## src/rtl/iob_dir_ctrl_if.sv

```systemverilog
// Command and pin-control bundle between the PHY scheduler and the IOB direction sequencer.
interface iob_dir_ctrl_if #(
  parameter int NIBBLES = 9,
  parameter int BURST_W = 4
);
  logic                     cmd_valid;
  logic                     cmd_ready;
  logic                     cmd_wr;
  logic [BURST_W-1:0]       cmd_len;
  logic [NIBBLES-1:0]       cmd_nib_mask;
  logic [NIBBLES-1:0][5:0]  tx_t_out;
  logic [NIBBLES-1:0][5:0]  dyn_dci;
  logic [NIBBLES-1:0][5:0]  ibuf_disable;
  logic                     wr_data_en;
  logic                     rd_capture_en;
  logic                     burst_done;
  logic                     busy;

  modport master (
    output cmd_valid, cmd_wr, cmd_len, cmd_nib_mask,
    input  cmd_ready, tx_t_out, dyn_dci, ibuf_disable,
           wr_data_en, rd_capture_en, burst_done, busy
  );

  modport slave (
    input  cmd_valid, cmd_wr, cmd_len, cmd_nib_mask,
    output cmd_ready, tx_t_out, dyn_dci, ibuf_disable,
           wr_data_en, rd_capture_en, burst_done, busy
  );
endinterface

```

## src/rtl/iob_dir_ctrl.sv

```systemverilog
// Per-burst direction/termination sequencer: walks IDLE->PRE->BURST->POST->GAP and
// drives tristate, DCI and IBUF controls plus beat strobes, all registered from next-state.
module iob_dir_ctrl #(
  parameter int NIBBLES       = 9,
  parameter int BURST_W       = 4,
  parameter int WR_PRE        = 1,
  parameter int WR_POST       = 1,
  parameter int RD_PRE        = 2,
  parameter int RD_POST       = 1,
  parameter int TURNAROUND    = 2,
  parameter int IBUF_IDLE_DIS = 1
) (
  input  logic             clk,
  input  logic             rst,
  iob_dir_ctrl_if.slave    bus
);

  typedef enum logic [2:0] {S_IDLE, S_PRE, S_BURST, S_POST, S_GAP} state_t;

  localparam logic [2:0] WR_PRE_C  = 3'(WR_PRE);
  localparam logic [2:0] WR_POST_C = 3'(WR_POST);
  localparam logic [2:0] RD_PRE_C  = 3'(RD_PRE);
  localparam logic [2:0] RD_POST_C = 3'(RD_POST);
  localparam logic [2:0] TA_C      = 3'(TURNAROUND);
  localparam logic [NIBBLES-1:0][5:0] PINS_ONE = '1;
  localparam logic [NIBBLES-1:0][5:0] IB_IDLE  = (IBUF_IDLE_DIS != 0) ? '1 : '0;

  state_t                   state_q, state_nxt;
  logic                     dir_q, dir_nxt;
  logic [NIBBLES-1:0]       mask_q, mask_nxt;
  logic [BURST_W-1:0]       len_q, len_nxt;
  logic [BURST_W-1:0]       beat_q, beat_nxt;
  logic [2:0]               phase_q, phase_nxt;
  logic                     accept;
  logic                     done_nxt;
  logic                     active_nxt;
  logic [NIBBLES-1:0][5:0]  tx_nxt, dci_nxt, ib_nxt;

  logic                     ready_q;
  logic [NIBBLES-1:0][5:0]  tx_q, dci_q, ib_q;
  logic                     wr_en_q, rd_en_q, done_q, busy_q;

  function automatic logic [2:0] pre_of(input logic wr);
    return wr ? WR_PRE_C : RD_PRE_C;
  endfunction

  function automatic logic [2:0] post_of(input logic wr);
    return wr ? WR_POST_C : RD_POST_C;
  endfunction

  assign accept = bus.cmd_valid && ready_q;

  // Next-state and counter update
  always_comb begin
    state_nxt = state_q;
    dir_nxt   = dir_q;
    mask_nxt  = mask_q;
    len_nxt   = len_q;
    beat_nxt  = beat_q;
    phase_nxt = phase_q;
    case (state_q)
      S_IDLE: begin
        if (accept) begin
          dir_nxt   = bus.cmd_wr;
          mask_nxt  = bus.cmd_nib_mask;
          len_nxt   = bus.cmd_len;
          beat_nxt  = '0;
          phase_nxt = '0;
          state_nxt = (pre_of(bus.cmd_wr) != 3'd0) ? S_PRE : S_BURST;
        end
      end
      S_PRE: begin
        if (phase_q == pre_of(dir_q) - 3'd1) begin
          state_nxt = S_BURST;
          beat_nxt  = '0;
        end else begin
          phase_nxt = phase_q + 3'd1;
        end
      end
      S_BURST: begin
        if (beat_q == len_q) begin
          phase_nxt = '0;
          if (post_of(dir_q) != 3'd0) state_nxt = S_POST;
          else if (TA_C != 3'd0)      state_nxt = S_GAP;
          else                        state_nxt = S_IDLE;
        end else begin
          beat_nxt = beat_q + 1'b1;
        end
      end
      S_POST: begin
        if (phase_q == post_of(dir_q) - 3'd1) begin
          phase_nxt = '0;
          state_nxt = (TA_C != 3'd0) ? S_GAP : S_IDLE;
        end else begin
          phase_nxt = phase_q + 3'd1;
        end
      end
      S_GAP: begin
        if (phase_q == TA_C - 3'd1) state_nxt = S_IDLE;
        else                        phase_nxt = phase_q + 3'd1;
      end
      default: state_nxt = S_IDLE;
    endcase
  end

  // Output decode from next-state so every registered output lines up with its state cycle
  always_comb begin
    done_nxt = ((state_nxt == S_POST) && (phase_nxt == post_of(dir_nxt) - 3'd1)) ||
               ((state_nxt == S_BURST) && (beat_nxt == len_nxt) && (post_of(dir_nxt) == 3'd0));
    active_nxt = (state_nxt == S_PRE) || (state_nxt == S_BURST) || (state_nxt == S_POST);
    tx_nxt  = PINS_ONE;
    dci_nxt = PINS_ONE;
    ib_nxt  = IB_IDLE;
    for (int i = 0; i < NIBBLES; i++) begin
      if (active_nxt && mask_nxt[i]) begin
        if (dir_nxt) begin
          tx_nxt[i] = 6'h00;
        end else begin
          dci_nxt[i] = 6'h00;
          ib_nxt[i]  = 6'h00;
        end
      end
    end
  end

  always_ff @(posedge clk or posedge rst) begin
    if (rst) begin
      state_q <= S_IDLE;
      dir_q   <= 1'b0;
      mask_q  <= '0;
      len_q   <= '0;
      beat_q  <= '0;
      phase_q <= '0;
      ready_q <= 1'b0;
      tx_q    <= PINS_ONE;
      dci_q   <= PINS_ONE;
      ib_q    <= IB_IDLE;
      wr_en_q <= 1'b0;
      rd_en_q <= 1'b0;
      done_q  <= 1'b0;
      busy_q  <= 1'b0;
    end else begin
      state_q <= state_nxt;
      dir_q   <= dir_nxt;
      mask_q  <= mask_nxt;
      len_q   <= len_nxt;
      beat_q  <= beat_nxt;
      phase_q <= phase_nxt;
      ready_q <= (state_nxt == S_IDLE);
      tx_q    <= tx_nxt;
      dci_q   <= dci_nxt;
      ib_q    <= ib_nxt;
      wr_en_q <= (state_nxt == S_BURST) && dir_nxt;
      rd_en_q <= (state_nxt == S_BURST) && !dir_nxt;
      done_q  <= done_nxt;
      busy_q  <= (state_nxt != S_IDLE);
    end
  end

  assign bus.cmd_ready     = ready_q;
  assign bus.tx_t_out      = tx_q;
  assign bus.dyn_dci       = dci_q;
  assign bus.ibuf_disable  = ib_q;
  assign bus.wr_data_en    = wr_en_q;
  assign bus.rd_capture_en = rd_en_q;
  assign bus.burst_done    = done_q;
  assign bus.busy          = busy_q;

endmodule

```

## src/flat_wrapper.sv

```systemverilog
// flat-port wrapper written by rule: the top's interface ports become plain ports
module iob_dir_ctrl_flat 
#(
  parameter int NIBBLES       = 9,
  parameter int BURST_W       = 4,
  parameter int WR_PRE        = 1,
  parameter int WR_POST       = 1,
  parameter int RD_PRE        = 2,
  parameter int RD_POST       = 1,
  parameter int TURNAROUND    = 2,
  parameter int IBUF_IDLE_DIS = 1
)
  (clk, rst, bus_cmd_valid, bus_cmd_wr, bus_cmd_len, bus_cmd_nib_mask, bus_cmd_ready, bus_tx_t_out, bus_dyn_dci, bus_ibuf_disable, bus_wr_data_en, bus_rd_capture_en, bus_burst_done, bus_busy);
  iob_dir_ctrl_if #(.NIBBLES(NIBBLES), .BURST_W(BURST_W)) bus_i ();
  input  logic clk;
  input  logic rst;
  input wire logic [$bits(bus_i.cmd_valid)-1:0] bus_cmd_valid;
  input wire logic [$bits(bus_i.cmd_wr)-1:0] bus_cmd_wr;
  input wire logic [$bits(bus_i.cmd_len)-1:0] bus_cmd_len;
  input wire logic [$bits(bus_i.cmd_nib_mask)-1:0] bus_cmd_nib_mask;
  output wire logic [$bits(bus_i.cmd_ready)-1:0] bus_cmd_ready;
  output wire logic [$bits(bus_i.tx_t_out)-1:0] bus_tx_t_out;
  output wire logic [$bits(bus_i.dyn_dci)-1:0] bus_dyn_dci;
  output wire logic [$bits(bus_i.ibuf_disable)-1:0] bus_ibuf_disable;
  output wire logic [$bits(bus_i.wr_data_en)-1:0] bus_wr_data_en;
  output wire logic [$bits(bus_i.rd_capture_en)-1:0] bus_rd_capture_en;
  output wire logic [$bits(bus_i.burst_done)-1:0] bus_burst_done;
  output wire logic [$bits(bus_i.busy)-1:0] bus_busy;
  assign bus_i.cmd_valid = bus_cmd_valid;
  assign bus_i.cmd_wr = bus_cmd_wr;
  assign bus_i.cmd_len = bus_cmd_len;
  assign bus_i.cmd_nib_mask = bus_cmd_nib_mask;
  assign bus_cmd_ready = bus_i.cmd_ready;
  assign bus_tx_t_out = bus_i.tx_t_out;
  assign bus_dyn_dci = bus_i.dyn_dci;
  assign bus_ibuf_disable = bus_i.ibuf_disable;
  assign bus_wr_data_en = bus_i.wr_data_en;
  assign bus_rd_capture_en = bus_i.rd_capture_en;
  assign bus_burst_done = bus_i.burst_done;
  assign bus_busy = bus_i.busy;
  iob_dir_ctrl #(.NIBBLES(NIBBLES), .BURST_W(BURST_W), .WR_PRE(WR_PRE), .WR_POST(WR_POST), .RD_PRE(RD_PRE), .RD_POST(RD_POST), .TURNAROUND(TURNAROUND), .IBUF_IDLE_DIS(IBUF_IDLE_DIS)) u_core (.clk(clk), .rst(rst), .bus(bus_i));
endmodule
```

## config.mk

```make
export PLATFORM = sky130hd
export DESIGN_NAME = iob_dir_ctrl_flat
export DESIGN_NICKNAME = d
export VERILOG_FILES = /design/src/rtl/iob_dir_ctrl_if.sv /design/src/rtl/iob_dir_ctrl.sv /design/src/flat_wrapper.sv
export SDC_FILE = /design/constraint.sdc
export NUM_CORES = 1
export LEC_CHECK = 0
export CORE_ASPECT_RATIO = 2
export CORE_UTILIZATION = 41
export DETAILED_ROUTE_END_ITERATION = 7
export GPL_ROUTABILITY_DRIVEN = 0
export HOLD_SLACK_MARGIN = 0.05
export PLACE_DENSITY = 0.85
export SLEW_MARGIN = 20
export SYNTH_ARGS = -nofsm -noshare
export SYNTH_HDL_FRONTEND = slang
export SYNTH_SLANG_ARGS = --single-unit
```

## constraint.sdc

```tcl
create_clock -name clk -period 5 [get_ports clk]
set_clock_uncertainty 0.15 [all_clocks]
set_input_delay 1 -clock clk [delete_from_list [all_inputs] [get_ports clk]]
set_output_delay 1 -clock clk [all_outputs]
set_load 0.1 [all_outputs]
```

# Word-level counts from Yosys, hierarchy flattened
# Cells that the tools add are included.
# totals
latch_bits,0
romBits,0
output_inout_bits,167
ramBits,0
word_cells,113
regBits,137
input_bits,17
n_memories,0
# classes
n_div,0
shifts,0
n_bitwise,0
n_lt_le_gt_ge,0
multipliers,0
muxes,43
reduce_logical,25
eq_ne,13
addsub,3
# op_table
cell,count
$mux W6,20
$mux W3,10
$pmux W3 S5,2
$mux W9,2
$logic_and A1 B1 Y1,13
$eq A3 B2 Y1 const B,4
$logic_not A3 Y1,4
$mux W4,3
$pmux W4 S3,1
$eq A3 B1 Y1 const B,3
$reduce_bool A3 Y1,3
$mux W2,3
$add A4 B1 Y4 const B,1
$eq A4 B4 Y1,1
$ne A2 B1 Y1 const B,2
$reduce_and A4 Y1,1
$add A3 B1 Y3 const B,1
$eq A3 B3 Y1,1
$eq A3 B3 Y1 const B,1
$sub A3 B1 Y3 const B,1
$logic_or A1 B1 Y1,2
$mux W1,2
$ne A2 B2 Y1 const B,1
$reduce_and A2 Y1,1
$logic_not A1 Y1,1

# Logic depth before layout (Yosys ltp)
# Gate-level depths: netlist of the first run.
# depth
depth_word,10
depth_mapped,9
depth_no_buf,9

# Least setup slack after synthesis of the first run
# Ideal clock, no wire load.
# synth_timing
kind,reg-to-output
startpoint,"reg, netlist name u_core.bus.ibuf_disable[10]"
endpoint,out bus_dyn_dci[10]
stages_incl_launch_ff,2
setup_slack_ns,2.531
t_arrival_ns,1.319
path_cell_list,dfstp_2 buf_4
# synth_rtl
item,line_no,source
end: declaration,flat_wrapper.sv:23,output wire logic [$bits(bus_i.dyn_dci)-1:0] bus_dyn_dci;

==> results of run 1 <==
-- layout by cell type, fill, tap and decap left out, types with 2 or more instances in the layout --
cell type and instances:
inv_1 7, xnor2_1 4, a41oi_1 2, dfstp_2 18, o221ai_1 2, nand2b_1 5
nor2b_1 3, o22ai_1 2, ha_1 4, a21oi_1 3, o21a_1 2, nand2_1 16
clkbuf_16 5, mux2i_1 3, a211o_1 2, dfrtp_1 29, nand3_1 11, clkdlybuf4s50_1 183
o21ai_0 6, o22a_1 2, mux2_2 13, nor2_1 4
-- kinds of logic (layout without fill, tap and decap cells) --
family / Yosys count / after routing
xor gates and xnor gates: 5 / 5
muxes: 16 / 16
adders and majority gates: 4 / 4
DFF: 47 / 47
AOI/OAI and AO/OA: 29 / 29
buffers and inverters: 158 / 200
and+or+nand+nor: 53 / 53
-- registers in the layout (all words and copies together) (netlist names), 3 cells and up --
signal / flops
u_core.beat_q: 4
u_core.bus.ibuf_disable: 8
u_core.bus.tx_t_out: 9
u_core.len_q: 4
u_core.mask_q: 9
u_core.phase_q: 3
u_core.state_q: 3
-- metal layers --
layer  global-route usage (%)  up-vias
met5                        0        -
met4                     6.02        0
met3                     2.63        7
met2                     33.0      108
met1                     15.1      998
li1                         -      963
-- cell type report --
cell class	count	area [um2]	area share, %
well taps	92	115	2.78
clock inverters	3	45.0	1.09
inverters	8	30.0	0.726
clock buffers	5	125	3.02
flip-flops and latches	47	1200	29.0
repair buffers	184	1840	44.4
multi-input cells	107	786	19.0
-- stage by stage --
step	hold slack [ps]	cells	instance area, um2
after floorplan	335	312	3140
after global placement	346	438	3970
after detailed placement	364	438	3970
after CTS	379	446	4140
after global routing	401	446	4140
final	370	446	4140
-- Yosys cell counts (all sizes together) (2+ instances only) --
master    n
a211o     2
a21oi     3
a31oi     2
a41oi     2
and2      2
buf     149
dfrtp    29
dfstp    18
ha        4
inv       8
mux2     13
mux2i     3
nand2    16
nand2b    6
nand3    11
nor2      4
nor2b     3
nor3      2
o21a      2
o21ai     7
o221ai    2
o22a      2
o22ai     2
or2       2
xnor2     4
-- worst min path at each step --
stage	start	to	slack, ps	cells after the start
finish	u_core.mask_q[2]	u_core.mask_q[2]	370	1
floorplan	u_core.mask_q[2]	u_core.mask_q[2]	330	1
global placement	u_core.mask_q[2]	u_core.mask_q[2]	350	1
global route	u_core.len_q[3]	u_core.len_q[3]	400	1
detailed placement	u_core.mask_q[3]	u_core.mask_q[3]	360	1
CTS	u_core.mask_q[5]	u_core.mask_q[5]	380	1
-- worst register-to-register path: cells and delay by family (launching register included) --
family	cells	cell delay (ps)
and+or+nand+nor	4	910
muxes	1	730
DFF	1	540
buffers and inverters	1	180
==> results by group, run 1 <==
Outcome
  – Outcome: completed

Global routing
  – Global-route wire length before repair: ~10,000 um
  – Number of global-route vias before repair: roughly 1,900
  – Total routing resource utilization after global routing: roughly 16%
  – GRT overflow: 0
  – Pin count of the biggest net entering global routing: 48
  – Number of antenna violations at the first check in global routing: 0

Critical path
  – CP Data Required Time: 3850 ps
  – Sum of buffers and inverters on the critical path: 1
  – Worst EP arrival: 2140 ps
  – Launching element type of the critical path: flip-flop
  – Largest fanout on the critical path: 12
  – Worst flop-to-flop path endpoint: u_core.bus.tx_t_out[22]
  – Startpoint of the lowest-slack register-to-register path: u_core.state_q[1]
  – Cell family contributing the most delay on the critical path: buffers and inverters
  – Critical path destination: bus_ibuf_disable[2]
  – WS Path Type: flip-flop to output pin
  – Worst R2R Setup Slack: between 2000 and 2500 ps
  – Max incr delay on CP: around 1200 ps
  – Critical Path, Cell by Cell: clkdlybuf4s50_1
  – Crit. End Element: output pin
  – Worst Setup SP: u_core.bus.dyn_dci[4]
  – Worst-path cell with the longest stage delay: clkdlybuf4s50_1
  – Logic depth of the worst path, buffers included: 1
  – Depth of the worst register-to-register path: 6

Clocking
  – Total number of clock tree sinks: 47
  – Max Buffers Root-to-Sink: 2
  – TritonCTS clock tree: yes
  – Buffer type at the clock tree root: clkbuf_16
  – Clock buffer count from CTS: 5
  – Number of H-tree levels: 2
  – Count of instances resized after the clock tree is built: 0
  – Post-CTS Setup Bufs: 0
  – Worst-path clk slew: 60 ps
  – Post-CTS Hold Fix Bufs: 0
  – Worst skew pair latency: 290 ps

Synthesis
  – Main area contributors after synthesis: buf_4 35%, dfrtp_1 23%, dfstp_2 15%, mux2_2 4.7%, nand2_1 1.9%
  – Most used DFF post-synth: dfrtp_1
  – Synthesized area per cell: ~10 um2
  – Multiplexer area fraction after synthesis: under 10%
  – Dominant combinational cell family by area after synthesis: buffers and inverters
  – Yosys warning total: 0
  – Area of the mapped netlist: 3140 um2
  – Synthesized netlist cell count: 312
  – Post-synthesis cell type with the largest combined area: buf_4
  – Fraction of registers with async set/reset: between 90% and 100%
  – Compound-Gate Fraction of Synth Area: under 10%
  – Simple-Gate Fraction of Synth Area: a little under a tenth
  – Synthesized net count: 333
  – Number of enable flip-flop cells after synthesis: 0
  – Synthesized-area fraction occupied by xor and xnor cells: about 1.4%
  – Share of the synthesized area in the top cell type: about a third
  – Number of library cell types mapped by synthesis: 47
  – Post-Synth Adder-Cell Area: around 1.6%
  – Seq/Total Area, Yosys: 38.2%
  – Seq cells post-synth: 47

STA
  – Max Clock Freq: 304 MHz
  – Worst max-slew margin expressed relative to the limit: 32.8%
  – Fraction of the cycle the final worst path needs: about two thirds
  – Fin. max-slew vios: 0
  – RSZ-0062 raised after global routing: false
  – Post-Route Setup TNS: 0 ps
  – Final period demand of the worst path: 3290 ps
  – Worst Setup Slack, final: 1710 ps
  – Setup-failing EPs final: 0
  – Worst slew pin tran: roughly 1000 ps
  – Hold Violations, Final: 0

Route
  – Total via count after detailed routing: between 2,000 and 2,500
  – Final wirelength: approximately 6600 um
  – Met1 layer wirelength in the final routing: approximately 2100 um
  – Uppermost layer routed: met4
  – First-iteration detailed-routing DRC count: just over 60
  – Met3 wire length: between 400 and 500 um
  – Detail-routed via count per cell: around 4.7
  – Routed len/inst: 14.7 um
  – Met2 routed wirelength: 3950 um
  – Post-detailed-route DRC marker count: 0
  – ANT nets after route: 0
  – Length of the first detailed-routing pass in iterations: 4

Cells and area
  – Share of final-layout standard cells stronger than drive strength 1: approximately 14%
  – Count of fill cells added during filler insertion: 624
  – Synthesis-to-finish area growth: 32.0%
  – Post-route core utilization: a little under three fifths
  – Number of diodes: 0
  – Net count reported at finish: around 370

Die
  – Effective utilization at floorplan: between 40% and 50%
  – Die extent in y: approximately 130 um
  – # rows: 44
  – Boundary Pins: about 180
  – Core Footprint: 7320 um2
  – Chip width: 63.8 um
  – Total die area: around 8000 um2

Worst hold path
  – Path class of the lowest-slack min-delay path: flip-flop to flip-flop

Placement
  – Pre-CTS WS: 1650 ps
  – DP Wirelength: 5250 um
  – Count of buffers inserted at the top-level ports: roughly 180

Flow run
  – Max-cap violations: 0
Power of run 1 is left out: the tool's default activity adds up to more than one toggle a clock period on the data nets, which glitch-free logic cannot reach.
==> inputs of run 2 (changes only) <==
--- a/config.mk
+++ b/config.mk
@@ -6,11 +6,11 @@
 export NUM_CORES = 1
 export LEC_CHECK = 0
 export CORE_ASPECT_RATIO = 2
-export CORE_UTILIZATION = 41
+export CORE_UTILIZATION = 35
 export DETAILED_ROUTE_END_ITERATION = 7
 export GPL_ROUTABILITY_DRIVEN = 0
 export HOLD_SLACK_MARGIN = 0.05
-export PLACE_DENSITY = 0.85
+export PLACE_DENSITY = 0.77
 export SLEW_MARGIN = 20
 export SYNTH_ARGS = -nofsm -noshare
 export SYNTH_HDL_FRONTEND = slang
==> constraint.sdc (replaced) <==
create_clock -name clk -period 2.88 [get_ports clk]
set_clock_uncertainty 0.15 [all_clocks]
set_input_delay 0.576 -clock clk [delete_from_list [all_inputs] [get_ports clk]]
set_output_delay 0.576 -clock clk [all_outputs]
set_load 0.1 [all_outputs]
==> run 2 against run 1 <==
  * Worst hold slack got worse by 6.3 ps
  * First-iteration DRC count up 4.9%
  * Critical path type is now primary input to flip-flop
  * Utilization down 13 points
==> results by group, run 2 (synthesized netlist as in run 1, its figures left out) <==
Cells and area
  – Synthesis-to-finish area growth: 19.5%
  – Leading cell type in the layout, fill and taps excluded: buf_4
  – Final standard cell area without fillers: 3750 um2
  – Share of final-layout standard cells stronger than drive strength 1: between 60% and 70%
  – Highest-count cells in the layout ignoring fill and taps: 171 x buf_4, 29 x dfrtp_1, 18 x dfstp_2, 16 x nand2_1, 16 x clkdlybuf4s50_1
  – Post-route non-filler standard cell count: about 460
  – Net count reported at finish: 377
  – Number of diodes: 0

Die
  – Chip width: about 70 um
  – Core Footprint: ~8600 um2
  – # rows: between 40 and 50
  – Boundary Pins: ~180
  – Effective utilization at floorplan: roughly 36%
  – Total die area: 9360 um2
  – Die extent in y: ~140 um

Placement
  – Count of buffers inserted at the top-level ports: ~180
  – Placed cell count: between 400 and 500
  – Placement-stage cell area: 3580 um2
  – DP Wirelength: about 5100 um

STA
  – Final period demand of the worst path: ~2200 ps
  – Hold Worst Slack: about 360 ps
  – Fin. max-slew vios: 0
  – RSZ-0062 raised after global routing: false
  – Post-Route Setup TNS: 0 ps
  – Setup-failing EPs final: 0
  – Hold Violations, Final: 0
  – Fraction of the cycle the final worst path needs: about three quarters
  – Worst slew pin tran: between 500 and 600 ps
  – Max Clock Freq: around 460 MHz
  – Worst max-slew margin expressed relative to the limit: between 60% and 70%

Critical path
  – Sum of buffers and inverters on the critical path: 2
  – Worst EP arrival: 2260 ps
  – Worst-path cell with the longest stage delay: clkdlybuf4s50_1
  – Crit. End Element: flip-flop
  – Worst R2R Setup Slack: just over 700 ps
  – Critical Path, Cell by Cell: clkdlybuf4s50_1, nand2_1, nor3_4, mux2i_1, inv_1, and2_1, nand2_1
  – Depth of the worst register-to-register path: 5
  – Launching element type of the critical path: primary input
  – WS Path Type: primary input to flip-flop
  – Largest fanout on the critical path: 9
  – Cell family contributing the most delay on the critical path: simple AND/OR/NAND/NOR gates
  – Startpoint of the lowest-slack register-to-register path: u_core.state_q[1]
  – Most prevalent standard cell on the critical path: nand2_1
  – Critical path destination: u_core.bus.tx_t_out[10]
  – Max incr delay on CP: between 400 and 500 ps
  – Logic depth of the worst path, buffers included: 7
  – CP Data Required Time: approximately 3000 ps
  – Worst flop-to-flop path endpoint: u_core.bus.burst_done
  – Worst Setup SP: bus_cmd_valid

Global routing
  – GRT overflow: 0
  – Number of global-route vias before repair: 1,758
  – Number of antenna violations at the first check in global routing: 0
  – Global-route wire length before repair: a little over 9000 um
  – Pin count of the biggest net entering global routing: 48
  – Total routing resource utilization after global routing: between 10% and 20%

Flow run
  – Max-cap violations: 0

Worst hold path
  – Path class of the lowest-slack min-delay path: flip-flop to flip-flop

Clocking
  – TritonCTS clock tree: yes
  – Clock buffer count from CTS: 5
  – Post-CTS Hold Fix Bufs: 0
  – Worst-path clk slew: about 60 ps
  – Total number of clock tree sinks: 47
  – Max Buffers Root-to-Sink: 2
  – Number of H-tree levels: 2
  – Count of instances resized after the clock tree is built: 0
  – Post-CTS Setup Bufs: 0
  – Buffer type at the clock tree root: clkbuf_16
  – Worst skew pair latency: around 280 ps

Route
  – Detail-routed via count per cell: 4.46
  – Length of the first detailed-routing pass in iterations: 4
  – First-iteration detailed-routing DRC count: 64
  – Final wirelength: approximately 6300 um
  – Met2 routed wirelength: approximately 3700 um
  – Uppermost layer routed: met4
  – Routed len/inst: 13.8 um
  – Met1 layer wirelength in the final routing: 2050 um
  – Total via count after detailed routing: approximately 2,000
  – Post-detailed-route DRC marker count: 0
  – ANT nets after route: 0
  – Met3 wire length: 503 um

Outcome
  – Outcome: completed
-- run 2: cell types whose count changed in the layout (fill, tap and decap cells not counted), sizes merged --
cell           change
buf              +170
bufinv             -1
clkbuf             +1
clkdlybuf4s50    -167
clkinv             +2
inv                -2
-- run 2: final cells by class --
| type | instances | area (um2) |
|---|---|---|
| fill | 845 | 4900 |
| timing repair buffer | 187 | 1440 |
| sequential | 47 | 1200 |
| multi-input combinational | 107 | 786 |
| clock buffer | 6 | 150 |
| tap | 100 | 125 |
| inverter | 8 | 30.0 |
| clock inverter | 2 | 13.8 |
-- run 2: layer usage --
metal | vias up | GRT usage, %
li1 | 963 | -
met1 | 968 | 13.4
met2 | 103 | 25.6
met3 | 4 | 2.68
met4 | 0 | 4.99
met5 | - | 0
-- run 2: worst min path at each step --
stage,startpoint,end,cells past startpoint
floorplan,u_core.mask_q[2],u_core.mask_q[2],1
global placement,u_core.mask_q[5],u_core.mask_q[5],1
detailed placement,u_core.mask_q[4],u_core.mask_q[4],1
CTS,u_core.mask_q[2],u_core.mask_q[2],1
global route,u_core.mask_q[5],u_core.mask_q[5],1
finish,u_core.mask_q[4],u_core.mask_q[4],1
-- run 2: worst reg2reg max path: cells and delay by family (launching register included) --
family | cells | cell delay (ps)
AND/OR/NAND/NOR | 2 | 530
AO/OA/AOI/OAI | 3 | 720
flip-flops | 1 | 620
-- run 2: through the flow --
step	utilization [%]	setup slack (ps)
final	43.3	688
after global routing	43.3	535
after CTS	43.3	681
after detailed placement	41.4	378
after global placement	41.4	451
after floorplan	-	538
Power of run 2 is left out for the same reason.
==> inputs of run 3 (changes only) <==
==> constraint.sdc (replaced) <==
create_clock -name clk -period 2 [get_ports clk]
set_clock_uncertainty 0.15 [all_clocks]
set_input_delay 0.4 -clock clk [delete_from_list [all_inputs] [get_ports clk]]
set_output_delay 0.4 -clock clk [all_outputs]
set_load 0.1 [all_outputs]
==> run 3 against run 2 <==
  * Via count rose by 11%
  * Wire length rose by 46%
  * Clock-buffer cell count rose by 2
  * Worst setup slack worse by 670 ps
  * Critical path depth up 1
  * First-iteration DRC count increased by 42%
  * Sequential share of layout area down 12 points
  * Largest cell class unchanged
  * Highest routed layer unchanged
==> results by group, run 3 (synthesized netlist as in run 1, its figures left out) <==
Placement
  – DP Wirelength: about 7700 um
  – Placement-stage cell area: roughly 6000 um2
  – Count of buffers inserted at the top-level ports: around 180

Route
  – Total via count after detailed routing: between 2,000 and 2,500
  – ANT nets after route: 0
  – Routed len/inst: around 19 um
  – Length of the first detailed-routing pass in iterations: 4
  – Post-detailed-route DRC marker count: 0
  – First-iteration detailed-routing DRC count: between 90 and 100
  – Final wirelength: approximately 9200 um
  – Detail-routed via count per cell: around 4.8

Clocking
  – Total number of clock tree sinks: 47
  – Worst skew pair latency: around 280 ps
  – Buffer type at the clock tree root: clkbuf_16
  – Clock buffer count from CTS: 5
  – Worst-path clk slew: roughly 60 ps
  – TritonCTS clock tree: yes
  – Max Buffers Root-to-Sink: 2
  – Number of H-tree levels: 2

Global routing
  – Pin count of the biggest net entering global routing: 48
  – Number of antenna violations at the first check in global routing: 0
  – GRT overflow: 0
  – Global-route wire length before repair: roughly 13,000 um
  – Number of global-route vias before repair: between 2,000 and 2,500
  – Total routing resource utilization after global routing: about a fifth

Critical path
  – CP Data Required Time: just over 2000 ps
  – Worst-path cell with the longest stage delay: dfrtp_2
  – Max incr delay on CP: 450 ps
  – Largest fanout on the critical path: 9
  – Worst EP arrival: between 2000 and 2500 ps
  – Crit. End Element: flip-flop
  – Critical Path, Cell by Cell: inv_1, ha_1, nor2b_1, o22a_1, a31oi_4, and2_4, buf_12, nand2_1
  – Worst R2R Setup Slack: about 20 ps
  – WS Path Type: flip-flop to flip-flop
  – Sum of buffers and inverters on the critical path: 2
  – Launching element type of the critical path: flip-flop
  – Cell family contributing the most delay on the critical path: simple AND/OR/NAND/NOR gates

Cells and area
  – Final standard cell area without fillers: roughly 6000 um2
  – Net count reported at finish: 395
  – Highest-count cells in the layout ignoring fill and taps: 178 x buf_12, 26 x dfrtp_1, 18 x dfstp_2, 16 x nand2_1, 16 x clkdlybuf4s50_1
  – Number of diodes: 0
  – Synthesis-to-finish area growth: 96.3%
  – Share of final-layout standard cells stronger than drive strength 1: 65.9%
  – Leading cell type in the layout, fill and taps excluded: buf_12

STA
  – Setup-failing EPs final: 0
  – Hold Violations, Final: 0
  – Fraction of the cycle the final worst path needs: between 90 and 100%
  – Fin. max-slew vios: 0
  – Final period demand of the worst path: slightly below 2000 ps
  – Worst max-slew margin expressed relative to the limit: 73.1%
  – Max Clock Freq: between 500 and 600 MHz
  – Worst slew pin tran: approximately 400 ps

Flow run
  – Max-cap violations: 0

Die
  – Die extent in y: 136 um
  – Core Footprint: 8650 um2
  – Chip width: 68.9 um
  – # rows: 48
  – Effective utilization at floorplan: between 30% and 40%
  – Total die area: about 9400 um2
  – Boundary Pins: between 150 and 200

Outcome
  – Outcome: completed

Worst hold path
  – Path class of the lowest-slack min-delay path: primary input to asynchronous set/reset pin
## run 3: cell count changes in the layout (fill, tap and decap cells not counted), sizes merged
| cell | before | now |
|---|---|---|
| buf | 171 | 189 |
| clkbuf | 6 | 8 |
| clkinv | 2 | 0 |
## run 3: cell type report
class	count	area, um2
repair buffers	205	3810
fillers	505	2490
flip-flops and latches	47	1200
multi-input cells	107	833
clock buffers	8	156
well taps	100	125
inverters	8	30.0
## run 3: final timing paths
check / from / to / cells past startpoint
worst min register to register: u_core.mask_q[2] / u_core.mask_q[2] / 1
worst min-delay path: rst / u_core.mask_q[4] / 3
worst max register to register: u_core.phase_q[0] / u_core.bus.tx_t_out[4] / 8
worst max-delay path: u_core.phase_q[0] / u_core.bus.tx_t_out[4] / 8
max in group asynchronous: rst / u_core.bus.tx_t_out[4] / 3
min in group clk: u_core.mask_q[2] / u_core.mask_q[2] / 1
## run 3: worst min-delay path: stages
cell             delay [ps]
clkdlybuf4s50_1         410
inv_2                    70
buf_12                  230
## run 3: timing repair
item                                   4_1_cts  5_1_grt
pin swaps                                    0        1
hold buffers                                 0        0
buffers inserted                             0        1
cloned                                       0        0
setup endpoints to repair                    3       12
endpoints found under the hold margin        0        0
resized for setup                            4        7
## run 3: per-layer routing
layer,global-route usage (%),wire [um],vias up
li1,-,-,998
met1,17.3,2530,1118
met2,40.6,5770,134
met3,3.94,755,11
met4,4.88,133,0
met5,0,0,-
## run 3: through the flow
| step | worst slack, ps | util [%] | setup TNS [ps] | instances | hold WS, ps |
|---|---|---|---|---|---|
| after global routing | -23.1 | 71.2 | -157 | 475 | 348 |
| final | 19.8 | 71.2 | 0 | 475 | 319 |
| after global placement | -106 | 68.7 | -3410 | 466 | 345 |
| after floorplan | 88.8 | - | 0 | 312 | 335 |
| after CTS | 4.04 | 70.7 | 0 | 474 | 329 |
| after detailed placement | -186 | 68.7 | -5360 | 466 | 357 |
Power of run 3 is left out for the same reason.
